**config.mk**
```make
export PLATFORM = sky130hd
export DESIGN_NAME = mant_div_seq
export DESIGN_NICKNAME = d
export VERILOG_FILES = /design/src/rtl/mant_div_seq.sv
export SDC_FILE = /design/constraint.sdc
export NUM_CORES = 1
export LEC_CHECK = 0
export CAP_MARGIN = 20
export CORE_ASPECT_RATIO = 0.8
export CORE_UTILIZATION = 50
export DETAILED_ROUTE_END_ITERATION = 16
export PLACE_DENSITY = 0.78
export SLEW_MARGIN = 20
export SYNTH_ARGS = -nofsm -noshare
export SYNTH_HDL_FRONTEND = slang
export SYNTH_SLANG_ARGS = --single-unit
```
**constraint.sdc**
```tcl
create_clock -name clk -period 4.84 [get_ports clk]
set_input_delay 0.968 -clock clk [delete_from_list [all_inputs] [get_ports clk]]
set_output_delay 0.968 -clock clk [all_outputs]
set_load 0.05 [all_outputs]
```
**src/rtl/mant_div_seq.sv**
```systemverilog
// Sequential restoring divider for single-precision significands.
// Ports: clk, reset (sync, active-high), start, a_operand/b_operand {exp[30:23], mant[22:0]},
//        busy, done (one-cycle pulse), normalised, special, quotient_mantissa[22:0].
module mant_div_seq (
    input  logic        clk,
    input  logic        reset,
    input  logic        start,
    input  logic [30:0] a_operand,
    input  logic [30:0] b_operand,
    output logic        busy,
    output logic        done,
    output logic        normalised,
    output logic        special,
    output logic [22:0] quotient_mantissa
);

    typedef enum logic [1:0] {
        IDLE = 2'd0,
        CALC = 2'd1,
        DONE = 2'd2
    } state_t;

    state_t      r_state;
    logic [4:0]  r_cnt;
    logic [25:0] r_rem;
    logic [23:0] r_div;
    logic [25:0] r_q;
    logic        r_busy;
    logic        r_done;
    logic        r_norm;
    logic        r_special;
    logic [22:0] r_qm;

    logic        w_accept;
    logic        w_in_special;
    logic [23:0] w_sig_a;
    logic [23:0] w_sig_b;
    logic        w_ge;
    logic [25:0] w_diff;
    logic [25:0] w_sel;
    logic [25:0] w_rem_next;
    logic [25:0] w_q_next;
    logic        w_norm;
    logic [22:0] w_mant;
    logic        w_guard;
    logic        w_sticky;
    logic [22:0] w_qm;

    assign w_accept     = start && (r_state != CALC);
    assign w_in_special = (a_operand[30:23] == 8'd0) || (b_operand[30:23] == 8'd0);
    assign w_sig_a      = {1'b1, a_operand[22:0]};
    assign w_sig_b      = {1'b1, b_operand[22:0]};

    // One restoring step: compare, conditionally subtract, then shift.
    assign w_ge       = r_rem >= {2'b00, r_div};
    assign w_diff     = r_rem - {2'b00, r_div};
    assign w_sel      = w_ge ? w_diff : r_rem;
    assign w_rem_next = {w_sel[24:0], 1'b0};
    assign w_q_next   = {r_q[24:0], w_ge};

    // Rounding is evaluated on the final step's results so DONE can
    // register them directly.
    always_comb begin
        w_norm   = w_q_next[25];
        w_mant   = w_q_next[23:1];
        w_guard  = w_q_next[0];
        w_sticky = |w_rem_next;
        if (w_q_next[25]) begin
            w_mant   = w_q_next[24:2];
            w_guard  = w_q_next[1];
            w_sticky = w_q_next[0] | (|w_rem_next);
        end
    end

    // Carry out of the round-up is dropped.
    assign w_qm = w_mant + {22'd0, (w_guard & w_sticky)};

    always_ff @(posedge clk) begin
        if (reset) begin
            r_state   <= IDLE;
            r_cnt     <= 5'd0;
            r_rem     <= 26'd0;
            r_div     <= 24'd0;
            r_q       <= 26'd0;
            r_busy    <= 1'b0;
            r_done    <= 1'b0;
            r_norm    <= 1'b0;
            r_special <= 1'b0;
            r_qm      <= 23'd0;
        end else begin
            case (r_state)
                CALC: begin
                    r_rem <= w_rem_next;
                    r_q   <= w_q_next;
                    if (r_cnt == 5'd25) begin
                        r_state <= DONE;
                        r_busy  <= 1'b0;
                        r_done  <= 1'b1;
                        r_norm  <= w_norm;
                        r_qm    <= w_qm;
                    end else begin
                        r_cnt <= r_cnt + 5'd1;
                    end
                end
                default: begin
                    if (w_accept) begin
                        r_cnt <= 5'd0;
                        r_q   <= 26'd0;
                        r_div <= w_sig_b;
                        r_rem <= {2'b00, w_sig_a};
                        r_norm <= 1'b0;
                        r_qm   <= 23'd0;
                        r_special <= w_in_special;
                        if (w_in_special) begin
                            r_state <= DONE;
                            r_busy  <= 1'b0;
                            r_done  <= 1'b1;
                        end else begin
                            r_state <= CALC;
                            r_busy  <= 1'b1;
                            r_done  <= 1'b0;
                        end
                    end else begin
                        r_state <= IDLE;
                        r_done  <= 1'b0;
                        r_busy  <= 1'b0;
                    end
                end
            endcase
        end
    end

    assign busy              = r_busy;
    assign done              = r_done;
    assign normalised        = r_norm;
    assign special           = r_special;
    assign quotient_mantissa = r_qm;

endmodule

```
After elaboration in Yosys (flattened, before gate mapping)
Cells that the tools add are included.
{"block": "totals", "elab_cells": 62, "romBits": 0, "out_inout_bits": 27, "mem_bits_rw": 0, "mem_count": 0, "latchBits": 0, "ff_bits": 109}
{"block": "classes", "muxes": 29, "n_lt_le_gt_ge": 1, "n_div": 0, "addsub": 3, "n_mul": 0, "shifts": 0, "n_bitwise": 3, "n_reduce_logical": 10, "n_eq_ne": 5}
{"cell": "23-bit 2-to-1 mux", "count": 4}
{"cell": "25-bit 2-to-1 mux", "count": 3}
{"cell": "26-bit 2-to-1 mux", "count": 2}
{"cell": "26-bit by 24-bit >= comparator with 1-bit output", "count": 1}
{"cell": "25-bit OR reduction", "count": 1}
{"cell": "25-bit by 24-bit subtractor with 25-bit output", "count": 1}
{"cell": "23-bit by 1-bit adder with 23-bit output", "count": 1}
{"cell": "8-bit logical NOT", "count": 2}
{"cell": "5-bit 2-to-1 mux", "count": 3}
{"cell": "1-bit 2-to-1 mux", "count": 13}
{"cell": "2-bit 2-to-1 mux", "count": 4}
{"cell": "2-bit AND reduction", "count": 3}
{"cell": "5-bit by 1-bit adder with 5-bit output (second input constant)", "count": 1}
{"cell": "5-bit == test (second input constant)", "count": 1}
{"cell": "2-bit != test (second input constant)", "count": 2}
{"cell": "2-bit by 1-bit == test with 1-bit output (second input constant)", "count": 1}
{"cell": "2-bit by 1-bit != test with 1-bit output (second input constant)", "count": 1}
{"cell": "2-bit nonzero test", "count": 1}
{"cell": "2-bit OR reduction", "count": 1}
{"cell": "1-bit AND", "count": 1}
{"cell": "1-bit logical AND", "count": 1}
{"cell": "1-bit logical OR", "count": 1}
{"cell": "1-bit NOT", "count": 1}
{"cell": "1-bit bitwise OR", "count": 1}

Logic depth before layout (Yosys ltp)
Gate-level depths: netlist of the first run.
{"block": "logic_depth", "word_depth": 9, "mapped_depth": 24}

Worst setup path before layout of the first run
Ideal clock, no wire load.
{"block": "synth_timing", "kind": "register to register", "startpoint": "register r_rem[0]", "endpoint": "register r_qm[20], in the netlist quotient_mantissa[20]", "path_stages_with_launch": 24, "n_path_buf": 0, "setup_slack_ps": 303, "setup_ps": 66, "t_required_ps": 4774, "synth_period_minus_slack_ps": 4537, "t_arrival_ps": 4471, "cell_sequence": "dfxtp_1 inv_1 ha_1 inv_1 fa_1 a211oi_1 o21ai_0 a22oi_1 nand2_1 a31oi_2 mux2_2 o32a_2 a2111oi_1 a31oi_1 ha_1 ha_1 nand4_1 nor3_1 and2_1 nand2_1 a21oi_1 a2111oi_0 a31oi_1 nor2_1"}
{"block": "synth_between", "elab_chain_cells": 9, "elab_cells_between_ends": 11, "classes_between": "add/sub (2); order compare (1); mux (5); bitwise (2); reduce/logical (1)"}
{"element": "start, declared", "line": "25", "source": "logic [25:0] r_rem;"}
{"element": "start signal, assigned", "line": "93", "source": "r_rem <= w_rem_next;"}
{"element": "start signal, assigned", "line": "110", "source": "r_rem <= {2'b00, w_sig_a};"}
{"element": "25-bit by 24-bit subtractor with 25-bit output or 26-bit by 24-bit >= comparator with 1-bit output (tied branches)", "line": "56, 55"}
{"element": "25-bit 2-to-1 mux", "line": "57", "source": "assign w_sel = w_ge ? w_diff : r_rem;"}
{"element": "25-bit OR reduction", "line": "67, 71"}
{"element": "1-bit bitwise OR", "line": "71", "source": "w_sticky = w_q_next[0] | (|w_rem_next);"}
{"element": "1-bit 2-to-1 mux", "line": "68", "source": "if (w_q_next[25]) begin"}
{"element": "1-bit AND (*)", "line": "76", "source": "assign w_qm = w_mant + {22'd0, (w_guard & w_sticky)};"}
{"element": "23-bit by 1-bit adder with 23-bit output (*)", "line": "76"}
{"element": "23-bit 2-to-1 mux (*)", "line": "95", "source": "if (r_cnt == 5'd25) begin"}
{"element": "23-bit 2-to-1 mux (*)", "line": "91", "source": "case (r_state)"}
{"element": "end signal, assigned", "line": "100", "source": "r_qm <= w_qm;"}
{"element": "end, declared", "line": "32", "source": "logic [22:0] r_qm;"}
Mark *: on every way between the ends. The rest lies on a longest branch, timed or not. The select of a mux whose other input is x is not followed.
A chain may end at the register's enable or synchronous reset.

Worst setup path in the final report of the first run
{"block": "layout_timing", "startpoint": "register r_rem[0]", "endpoint": "register r_qm[14], in the netlist quotient_mantissa[14]"}
Same word-level chain as after synthesis.

==> impl_metrics.env, run 1 <==
export IMPL_power_frac_seq_pct=32.7
export IMPL_final_cell_count_no_fill=1151
export IMPL_period_share_pct=97.7
export IMPL_drc=0
export IMPL_required_ns=5.05
export IMPL_cts_buffers=9
export IMPL_grt_total_usage_pct=28.2
export IMPL_hp_class="register to register"
export IMPL_syn_to_final_growth_pct=27.4
export IMPL_drt_initial_drc_count=662
export IMPL_antenna_found_initial=0
export IMPL_dieArea_um2=14100
export IMPL_place_inst=1130
export IMPL_synth_largest_area_cell="dfxtp_1"
export IMPL_gp_congestion=0.967
export IMPL_end_kind="register"
export IMPL_critical_path_max_stage_delay_ns=0.53
export IMPL_antennaDiodeCount=0
export IMPL_switching_share_pct=38.3
export IMPL_coreArea_um2=13100
export IMPL_grt_max_degree=78
export IMPL_path_buf_inv=4
export IMPL_finalPower_uw=3010
export IMPL_ant_nets=0
export IMPL_yosysTopAreaCellShare_pct=31.5
export IMPL_finalWirelength_mm=20.2
export IMPL_skew_ns=0.00841
export IMPL_drive_above_1_share_pct=14.3
export IMPL_synthArstFlopShare_pct=0
export IMPL_slowest_stage="or4_4"
export IMPL_maxCapViolations=0
export IMPL_overflow=0
export IMPL_first_pass_iters=5
export IMPL_synthCells=885
export IMPL_max_slew_worst_pin_slew_ns=1.05
export IMPL_clkLatencyLatePin_ns=0.36
export IMPL_post_dp_hpwl_mm=14.0
export IMPL_power_clock_fraction_pct=23.6
export IMPL_portBuffers=91
export IMPL_power_leakage_uw=0.00321
export IMPL_crit_path_max_fanout=5
export IMPL_fillCellCount=1127
export IMPL_p_int_uw=1860
export IMPL_tns_ns=0
export IMPL_boundaryPins=92
export IMPL_cts_hold_buf=0
export IMPL_run_status="complete, no violations"
export IMPL_comb_power_share_pct=43.8
export IMPL_wl_per_cell_um=17.5
export IMPL_path_delay_family="simple AND/OR/NAND/NOR gates"
export IMPL_die_y_um=106
export IMPL_synth_area_per_cell_um2=7.68
export IMPL_die_w_um=132
export IMPL_final_max_slew_violation_count=0
export IMPL_row_count=37
export IMPL_power_density_nw_per_um2=347
export IMPL_ys_dominant_reg_cell="dfxtp_1"
export IMPL_cp_cell_sequence="inv_1, ha_1, inv_1, fa_2, buf_4, a21o_1, a21oi_1, xnor2_1, or4_4, nor4_2, nand4_1, a2111oi_4, a31oi_1, ha_2, ha_2, nand4_1, buf_4, nor2_4, and2_4, a211oi_2, nor4_2, a31oi_1, nor2_1"
export IMPL_synth_area_um2=6800
export IMPL_yosys_warnings=0
export IMPL_synth_common_cells="107 x a21oi_1, 107 x dfxtp_1, 103 x nand2_1"
export IMPL_arrival_ns=4.94
export IMPL_relSlewSlack_pct=29.7
export IMPL_criticalPathCategory="register to register"
export IMPL_min_period_ns=4.73
export IMPL_clock_fmax_mhz=211
export IMPL_synth_area_leaders="dfxtp_1 32%, a21oi_1 7.9%, a211oi_1 6.2%, nand2_1 5.7%, ha_1 5.2%"
export IMPL_fin_util_pct=66.4
export IMPL_htree_levels=3
export IMPL_clkTransAtPathRegs_ns=0.07
export IMPL_via_count=6871
export IMPL_p_switching_uw=1150
export IMPL_hold_viol=0
export IMPL_clockBufferDepth=2
export IMPL_ir_worst_vdd_v=0.000219
export IMPL_cp_start_kind="register"
export IMPL_final_net_count=1066
export IMPL_synth_seq_cells=107
export IMPL_syn_num_nets=979
export IMPL_grt_first_pass_wirelength_mm=31.7
export IMPL_synth_edff_count=0
export IMPL_start_util_pct=52.1
export IMPL_setup_viol_count_final=0
export IMPL_clockRootBuffer="clkbuf_16"
export IMPL_vias_per_cell=5.97
export IMPL_ys_seq_area_share_pct=31.5
export IMPL_tritoncts="built"
export IMPL_first_global_vias=6049
export IMPL_ys_types=68
export IMPL_cts_sinks=107
==> layer usage <==
metal  global-route usage, %  routed length, µm  vias up
li1                        -                  -     3359
met1                    45.5              10200     3188
met2                    37.8               7910      301
met3                    4.77               1840       23
met4                    6.08                250        0
met5                       0                  0        -
==> state kept, by name, summed over array words and instances, names as in the netlist <==
name,cells
r_state,2
quotient_mantissa,23
special,1
r_q,25
r_cnt,5
r_rem,26
r_div,24
normalised,1
==> cell type report <==
class	count	area [µm²]	area share, %
clock buffer	9	225	2.60
multi-input combinational	683	4630	53.5
clock inverter	6	48.8	0.563
timing repair buffer	138	1260	14.5
tap	175	219	2.53
sequential	107	2150	24.8
inverter	33	124	1.43
==> worst reg2reg max path: cells and delay by family, from the launching register on <==
family | cells | cell delay, ns
xor+xnor | 1 | 0.11
flops | 1 | 0.32
fa+ha+maj | 4 | 0.92
simple gates | 8 | 1.55
compound gates | 6 | 1.23
buf+inv | 4 | 0.47
==> stage by stage <==
step	hold WS [ns]	setup WS [ns]	area, µm²
final	0.454	0.111	8660
after global routing	0.472	-0.0246	8660
after CTS	0.457	0.00596	8230
after detailed placement	0.447	-0.0422	7940
after global placement	0.442	0.0399	7940
after floorplan	0.435	0.303	6800
==> repair_timing <==
action / CTS / global route
endpoints found under the setup margin: 3 / 13
setup buffers: 0 / 6
gates resized for setup: 3 / 79
pin swaps: 1 / 25
==> path summary, 6_finish.rpt <==
path,start,to,slack (ns),cells after the start
worst max-delay path,r_rem[0],quotient_mantissa[14],0.11,23
worst min-delay path,r_div[13],r_div[13],0.45,2
worst max register to register,r_rem[0],quotient_mantissa[14],0.11,23
worst min register to register,r_div[13],r_div[13],0.45,2
==> power groups by stage <==
stage	Clock, µW	Combinational (µW)	Sequential (µW)
after floorplan	0	775	980
after global placement	0	1090	993
after detailed placement	0	1080	993
after CTS	719	1090	973
after global routing	749	1410	986
final	709	1320	983
==> kinds of logic (layout without fill, tap and decap cells) <==
| family | after synthesis | count (layout) | share of synthesized area, % |
|---|---|---|---|
| AOI/OAI and AO/OA | 260 | 260 | 24.4 |
| xor gates and xnor gates | 29 | 29 | 3.74 |
| buffers and inverters | 95 | 186 | 6.24 |
| DFF | 107 | 107 | 31.5 |
| muxes | 34 | 34 | 5.14 |
| adders and majority gates | 29 | 29 | 5.45 |
| and+or+nand+nor | 331 | 331 | 23.5 |
==> layout by cell type, fill, tap and decap left out, drive strengths merged, types with 16 or more instances in the layout <==
master,synthesis,layout
a211oi,56,56
xnor2,17,17
nor2b,24,24
inv,33,35
nor2,74,74
clkdlybuf4s50,0,89
mux2i,27,27
ha,28,28
buf,18,49
nand2,103,103
o21ai,28,28
nor3,16,16
dfxtp,107,107
and3,30,30
a21oi,111,111
nand3,27,27
a31oi,20,20
(Power assumes the default switching activity.)
==> inputs of run 2 (changes only) <==
--- a/config.mk
+++ b/config.mk
@@ -9,7 +9,7 @@
 export CORE_ASPECT_RATIO = 0.8
 export CORE_UTILIZATION = 50
 export DETAILED_ROUTE_END_ITERATION = 16
-export PLACE_DENSITY = 0.78
+export PLACE_DENSITY = 0.75
 export SLEW_MARGIN = 20
 export SYNTH_ARGS = -nofsm -noshare
 export SYNTH_HDL_FRONTEND = slang
==> constraint.sdc (replaced) <==
create_clock -name clk -period 5.3 [get_ports clk]
set_input_delay 1.06 -clock clk [delete_from_list [all_inputs] [get_ports clk]]
set_output_delay 1.06 -clock clk [all_outputs]
set_load 0.05 [all_outputs]
==> impl_metrics.env, run 2 (same netlist as run 1, synthesis figures left out) <==
export IMPL_mostFrequentLayoutCells="106 x a21oi_1, 106 x dfxtp_1, 101 x nand2_1, 89 x clkdlybuf4s50_1, 73 x nor2_1"
export IMPL_die_w_um=132
export IMPL_top_regs="r_rem (26), r_q (25), r_div (24)"
export IMPL_boundaryPins=92
export IMPL_cts_hold_buf=0
export IMPL_switching_share_pct=36.5
export IMPL_die_y_um=106
export IMPL_fin_area_um2=8120
export IMPL_hp_class="register to register"
export IMPL_arrival_ns=5.29
export IMPL_top_register="r_rem"
export IMPL_antenna_found_initial=0
export IMPL_r2r_cells=19
export IMPL_power_leakage_uw=0.00303
export IMPL_endpoint="quotient_mantissa[14]"
export IMPL_tritoncts="built"
export IMPL_via_count=6765
export IMPL_r2r_start="r_rem[1]"
export IMPL_r2r_setup_slack_ns=0.29
export IMPL_power_density_nw_per_um2=323
export IMPL_drt_initial_drc_count=513
export IMPL_portBuffers=91
export IMPL_run_status="complete, no violations"
export IMPL_power_clock_fraction_pct=28.6
export IMPL_pre_cts_ws_ns=0.224
export IMPL_placed_cell_area_um2=7730
export IMPL_clkTransAtPathRegs_ns=0.07
export IMPL_setup_viol_count_final=0
export IMPL_drc=0
export IMPL_end_kind="register"
export IMPL_cp_start_kind="register"
export IMPL_comb_power_share_pct=37.3
export IMPL_antennaDiodeCount=0
export IMPL_fillCellCount=1194
export IMPL_dieArea_um2=14100
export IMPL_overflow=0
export IMPL_p_switching_uw=958
export IMPL_ant_nets=0
export IMPL_gp_congestion=0.977
export IMPL_grt_max_degree=63
export IMPL_start_util_pct=52.1
export IMPL_row_count=37
export IMPL_grt_total_usage_pct=28.1
export IMPL_cts_buffers=9
export IMPL_skew_ns=0.00857
export IMPL_ir_worst_vdd_v=0.000185
export IMPL_syn_to_final_growth_pct=19.5
export IMPL_grt_first_pass_wirelength_mm=31.4
export IMPL_first_global_vias=5937
export IMPL_hold_depth=2
export IMPL_clockRootBuffer="clkbuf_16"
export IMPL_wl_per_cell_um=17.5
export IMPL_startpoint="r_rem[1]"
export IMPL_relSlewSlack_pct=31.4
export IMPL_post_dp_hpwl_mm=13.9
export IMPL_timing_rr_end="quotient_mantissa[14]"
export IMPL_coreArea_um2=13100
export IMPL_final_max_slew_violation_count=0
export IMPL_max_slew_worst_pin_slew_ns=1.02
export IMPL_largest_reg_flops=26
export IMPL_maxCapViolations=0
export IMPL_htree_levels=3
export IMPL_criticalPathCategory="register to register"
export IMPL_final_net_count=1033
export IMPL_p_int_uw=1670
export IMPL_clock_fmax_mhz=200
export IMPL_period_share_pct=94.5
export IMPL_required_ns=5.58
export IMPL_clockBufferDepth=2
export IMPL_setup_ws_ns=0.291
export IMPL_hold_viol=0
export IMPL_crit_path_max_fanout=5
export IMPL_clkLatencyLatePin_ns=0.35
export IMPL_power_frac_seq_pct=34.1
export IMPL_first_pass_iters=6
export IMPL_finalWirelength_mm=19.6
export IMPL_min_period_ns=5.01
export IMPL_vias_per_cell=6.05
export IMPL_cts_sinks=107
export IMPL_drive_above_1_share_pct=6.36
==> run 2: cell types whose count changed in the layout (fill, tap and decap cells not counted), sizes merged <==
cell	change
inv	-1
clkinvlp	-2
clkbuf	+2
bufinv	+2
buf	-33
==> run 2: metrics by stage <==
step	util, %	hold slack [ns]	cells	total power (µW)	TNS (ns)
6_report	62.2	0.455	1119	2620	0
5_1_grt	62.2	0.469	1119	2750	-0.00177
4_1_cts	61.7	0.456	1118	2580	0
3_5_place_dp	59.2	0.446	1102	1830	0
3_3_place_gp	59.2	0.443	1102	1840	0
2_1_floorplan	-	0.435	885	1600	0
==> run 2: what timing repair did <==
| item | in CTS | in global routing |
|---|---|---|
| buffers inserted | 0 | 1 |
| setup endpoints to repair | 0 | 8 |
| gates resized for setup | 0 | 14 |
==> run 2: per-layer routing <==
layer	track usage (%)	vias up	share of wire (%)
met5	0	-	0
met2	37.8	260	39
met3	8.06	21	9.2
li1	-	3295	-
met1	43.7	3189	51
met4	4.76	0	0.82
==> run 2: critical path, stage by stage, from the launching register on <==
cell and delay, ns:
dfxtp_1 0.44, ha_1 0.31, nor2b_1 0.16, o21bai_1 0.44, a21boi_1 0.16, o31a_1 0.30, or3_1 0.35, a221oi_1 0.38
nand4_1 0.16, a2111oi_1 0.43, a31oi_1 0.16, ha_1 0.27, ha_1 0.24, nand4_1 0.19, nor2_1 0.14, and2_1 0.19
and3_1 0.18, nor4_1 0.26, a31oi_1 0.06, nor2_1 0.11
==> run 2: area by class of cell <==
type / instances / area (µm²) / share of cell area (%)
clock buffers: 11 / 243 / 2.99
repair buffers: 105 / 1010 / 12.5
flip-flops and latches: 107 / 2140 / 26.4
multi-input cells: 683 / 4290 / 52.9
clock inverters: 5 / 85.1 / 1.05
well taps: 175 / 219 / 2.70
inverters: 33 / 126 / 1.56
==> run 2: power groups by stage <==
stage          Combinational (µW)  Sequential [µW]  Clock (µW)
6_report                      979              895         750
4_1_cts                       926              892         765
3_5_place_dp                  917              911           0
3_3_place_gp                  928              910           0
5_1_grt                      1060              900         797
2_1_floorplan                 707              895           0
==> run 2: how the worst min path moves through the flow <==
stage / slack, ns / from / endpoint
2_1_floorplan: 0.44 / r_div[23] / r_div[23]
3_3_place_gp: 0.44 / r_div[16] / r_div[16]
3_5_place_dp: 0.45 / r_div[8] / r_div[8]
4_1_cts: 0.46 / r_div[8] / r_div[8]
5_1_grt: 0.47 / r_div[19] / r_div[19]
6_report: 0.46 / r_div[9] / r_div[9]
==> inputs of run 3 (changes only) <==
--- a/config.mk
+++ b/config.mk
@@ -7,9 +7,9 @@
 export LEC_CHECK = 0
 export CAP_MARGIN = 20
 export CORE_ASPECT_RATIO = 0.8
-export CORE_UTILIZATION = 50
+export CORE_UTILIZATION = 56
 export DETAILED_ROUTE_END_ITERATION = 16
-export PLACE_DENSITY = 0.75
+export PLACE_DENSITY = 0.82
 export SLEW_MARGIN = 20
 export SYNTH_ARGS = -nofsm -noshare
 export SYNTH_HDL_FRONTEND = slang
==> impl_metrics.env, run 3 (same netlist as run 1, synthesis figures left out) <==
export IMPL_gp_congestion=1.05
export IMPL_mostFrequentLayoutCells="107 x a21oi_1, 106 x dfxtp_1, 103 x nand2_1, 89 x clkdlybuf4s50_1, 72 x nor2_1"
export IMPL_wl_per_cell_um=18.0
export IMPL_largest_reg_flops=26
export IMPL_comb_power_share_pct=37.1
export IMPL_dieArea_um2=12600
export IMPL_grtUsageMet3_pct=7.17
export IMPL_post_dp_hpwl_mm=13.9
export IMPL_p_switching_uw=962
export IMPL_setup_viol_count_final=0
export IMPL_drc=0
export IMPL_end_kind="register"
export IMPL_antennaDiodeCount=0
export IMPL_cts_hold_buf=0
export IMPL_boundaryPins=92
export IMPL_ir_worst_vdd_v=0.000218
export IMPL_clock_fmax_mhz=199
export IMPL_path_delay_family="simple AND/OR/NAND/NOR gates"
export IMPL_power_leakage_uw=0.00304
export IMPL_relSlewSlack_pct=45.3
export IMPL_power_density_nw_per_um2=325
export IMPL_drive_above_1_share_pct=6.04
export IMPL_clockRootBuffer="clkbuf_16"
export IMPL_grt_total_usage_pct=31.3
export IMPL_min_period_ns=5.03
export IMPL_cp_cell_sequence="ha_1, a41oi_2, o31ai_1, or4_4, or4_1, a41o_1, a21oi_2, xnor2_1, o31ai_2, a31oi_1, ha_1, ha_1, nand4_1, nor3_2, and2_1, a21oi_1, a2111oi_0, a31oi_1, nor2_1"
export IMPL_ant_nets=0
export IMPL_final_net_count=1033
export IMPL_clockBufferDepth=2
export IMPL_run_status="complete, no violations"
export IMPL_r2r_setup_slack_ns=0.27
export IMPL_grt_max_degree=108
export IMPL_antenna_found_initial=0
export IMPL_fin_area_um2=8090
export IMPL_period_share_pct=94.8
export IMPL_portBuffers=91
export IMPL_top_register="r_rem"
export IMPL_maxCapViolations=0
export IMPL_htree_levels=3
export IMPL_crit_path_max_fanout=9
export IMPL_final_max_slew_violation_count=0
export IMPL_top_usage_layer="met1"
export IMPL_grt_first_pass_wirelength_mm=31.0
export IMPL_overflow=0
export IMPL_coreArea_um2=11600
export IMPL_path_buf_inv=0
export IMPL_top_regs="r_rem (26), r_q (25), r_div (24)"
export IMPL_vias_per_cell=6.23
export IMPL_power_frac_seq_pct=34.0
export IMPL_tritoncts="built"
export IMPL_pre_cts_ws_ns=0.271
export IMPL_finalWirelength_mm=19.6
export IMPL_rsz0062_at_grt="false"
export IMPL_switching_share_pct=36.6
export IMPL_arrival_ns=5.32
export IMPL_syn_to_final_growth_pct=19.1
export IMPL_setup_ws_ns=0.273
export IMPL_clkTransAtPathRegs_ns=0.08
export IMPL_first_pass_iters=5
export IMPL_use_met1_pct=48.2
export IMPL_first_global_vias=5956
export IMPL_required_ns=5.59
export IMPL_cts_resized=0
export IMPL_via_count=6800
export IMPL_cts_sinks=107
export IMPL_holdWs_ns=0.458
export IMPL_start_util_pct=58.4
export IMPL_power_clock_fraction_pct=29.0
export IMPL_cp_start_kind="register"
export IMPL_critical_path_max_stage_delay_ns=0.50
export IMPL_die_y_um=101
export IMPL_row_count=35
export IMPL_post_cts_buffers=0
export IMPL_fin_util_pct=69.5
export IMPL_skew_ns=0.0101
export IMPL_drt_initial_drc_count=747
export IMPL_die_w_um=125
export IMPL_tns_ns=0
export IMPL_slowest_stage="or4_1"
export IMPL_cts_buffers=9
export IMPL_final_common_cell="a21oi_1"
export IMPL_clkLatencyLatePin_ns=0.35
export IMPL_cpMostUsedCell="ha_1"
export IMPL_criticalPathCategory="register to register"
export IMPL_max_slew_worst_pin_slew_ns=0.818
export IMPL_hold_viol=0
export IMPL_placed_cell_area_um2=7690
export IMPL_hp_class="register to register"
export IMPL_p_int_uw=1670
export IMPL_fillCellCount=973
export IMPL_met2_usage_pct=43.4
-- run 3: cell count changes in the layout (fill, tap and decap cells not counted), sizes merged --
cell / change
clkinvlp: +1
clkbuf: -2
inv: +1
-- run 3: cell type report --
| class | count | area (µm²) | share of cell area (%) |
|---|---|---|---|
| Multi-Input combinational cell | 683 | 4270 | 52.7 |
| Clock inverter | 7 | 120 | 1.48 |
| Inverter | 33 | 124 | 1.53 |
| Clock buffer | 9 | 225 | 2.78 |
| Tap cell | 148 | 185 | 2.29 |
| Timing Repair Buffer | 105 | 1030 | 12.7 |
| Sequential cell | 107 | 2140 | 26.5 |
-- run 3: routing by layer --
| layer | vias to the layer above | wire [µm] |
|---|---|---|
| met2 | 325 | 7680 |
| met4 | 0 | 265 |
| met5 | - | 0 |
| li1 | 3313 | - |
| met3 | 27 | 1950 |
| met1 | 3135 | 9750 |
-- run 3: worst register-to-register path, delay by kind of cell, from the launching register on --
kind	cells	cell delay, ns
AND/OR/NAND/NOR	6	1.81
AO/OA/AOI/OAI	9	1.68
adder cells (fa/ha/maj)	3	0.87
flip-flops	1	0.44
XOR/XNOR	1	0.18
-- run 3: path summary, 6_finish.rpt --
path	start	end	depth (start not counted)
setup / recovery	r_rem[14]	quotient_mantissa[20]	19
hold / removal	r_div[4]	r_div[4]	2
setup reg to reg	r_rem[14]	quotient_mantissa[20]	19
hold reg to reg	r_div[4]	r_div[4]	2
-- run 3: stage by stage --
step | total power [µW] | instances
floorplan | 1600 | 885
global placement | 1840 | 1075
detailed placement | 1840 | 1075
CTS | 2600 | 1091
global route | 2740 | 1092
finish | 2630 | 1092
-- run 3: power by group through the flow --
stage / combinational, µW / clock [µW] / sequential (µW)
2_1_floorplan: 707 / 0 / 895
3_3_place_gp: 937 / 0 / 905
3_5_place_dp: 933 / 0 / 907
4_1_cts: 940 / 770 / 888
5_1_grt: 1050 / 801 / 895
6_report: 974 / 761 / 892
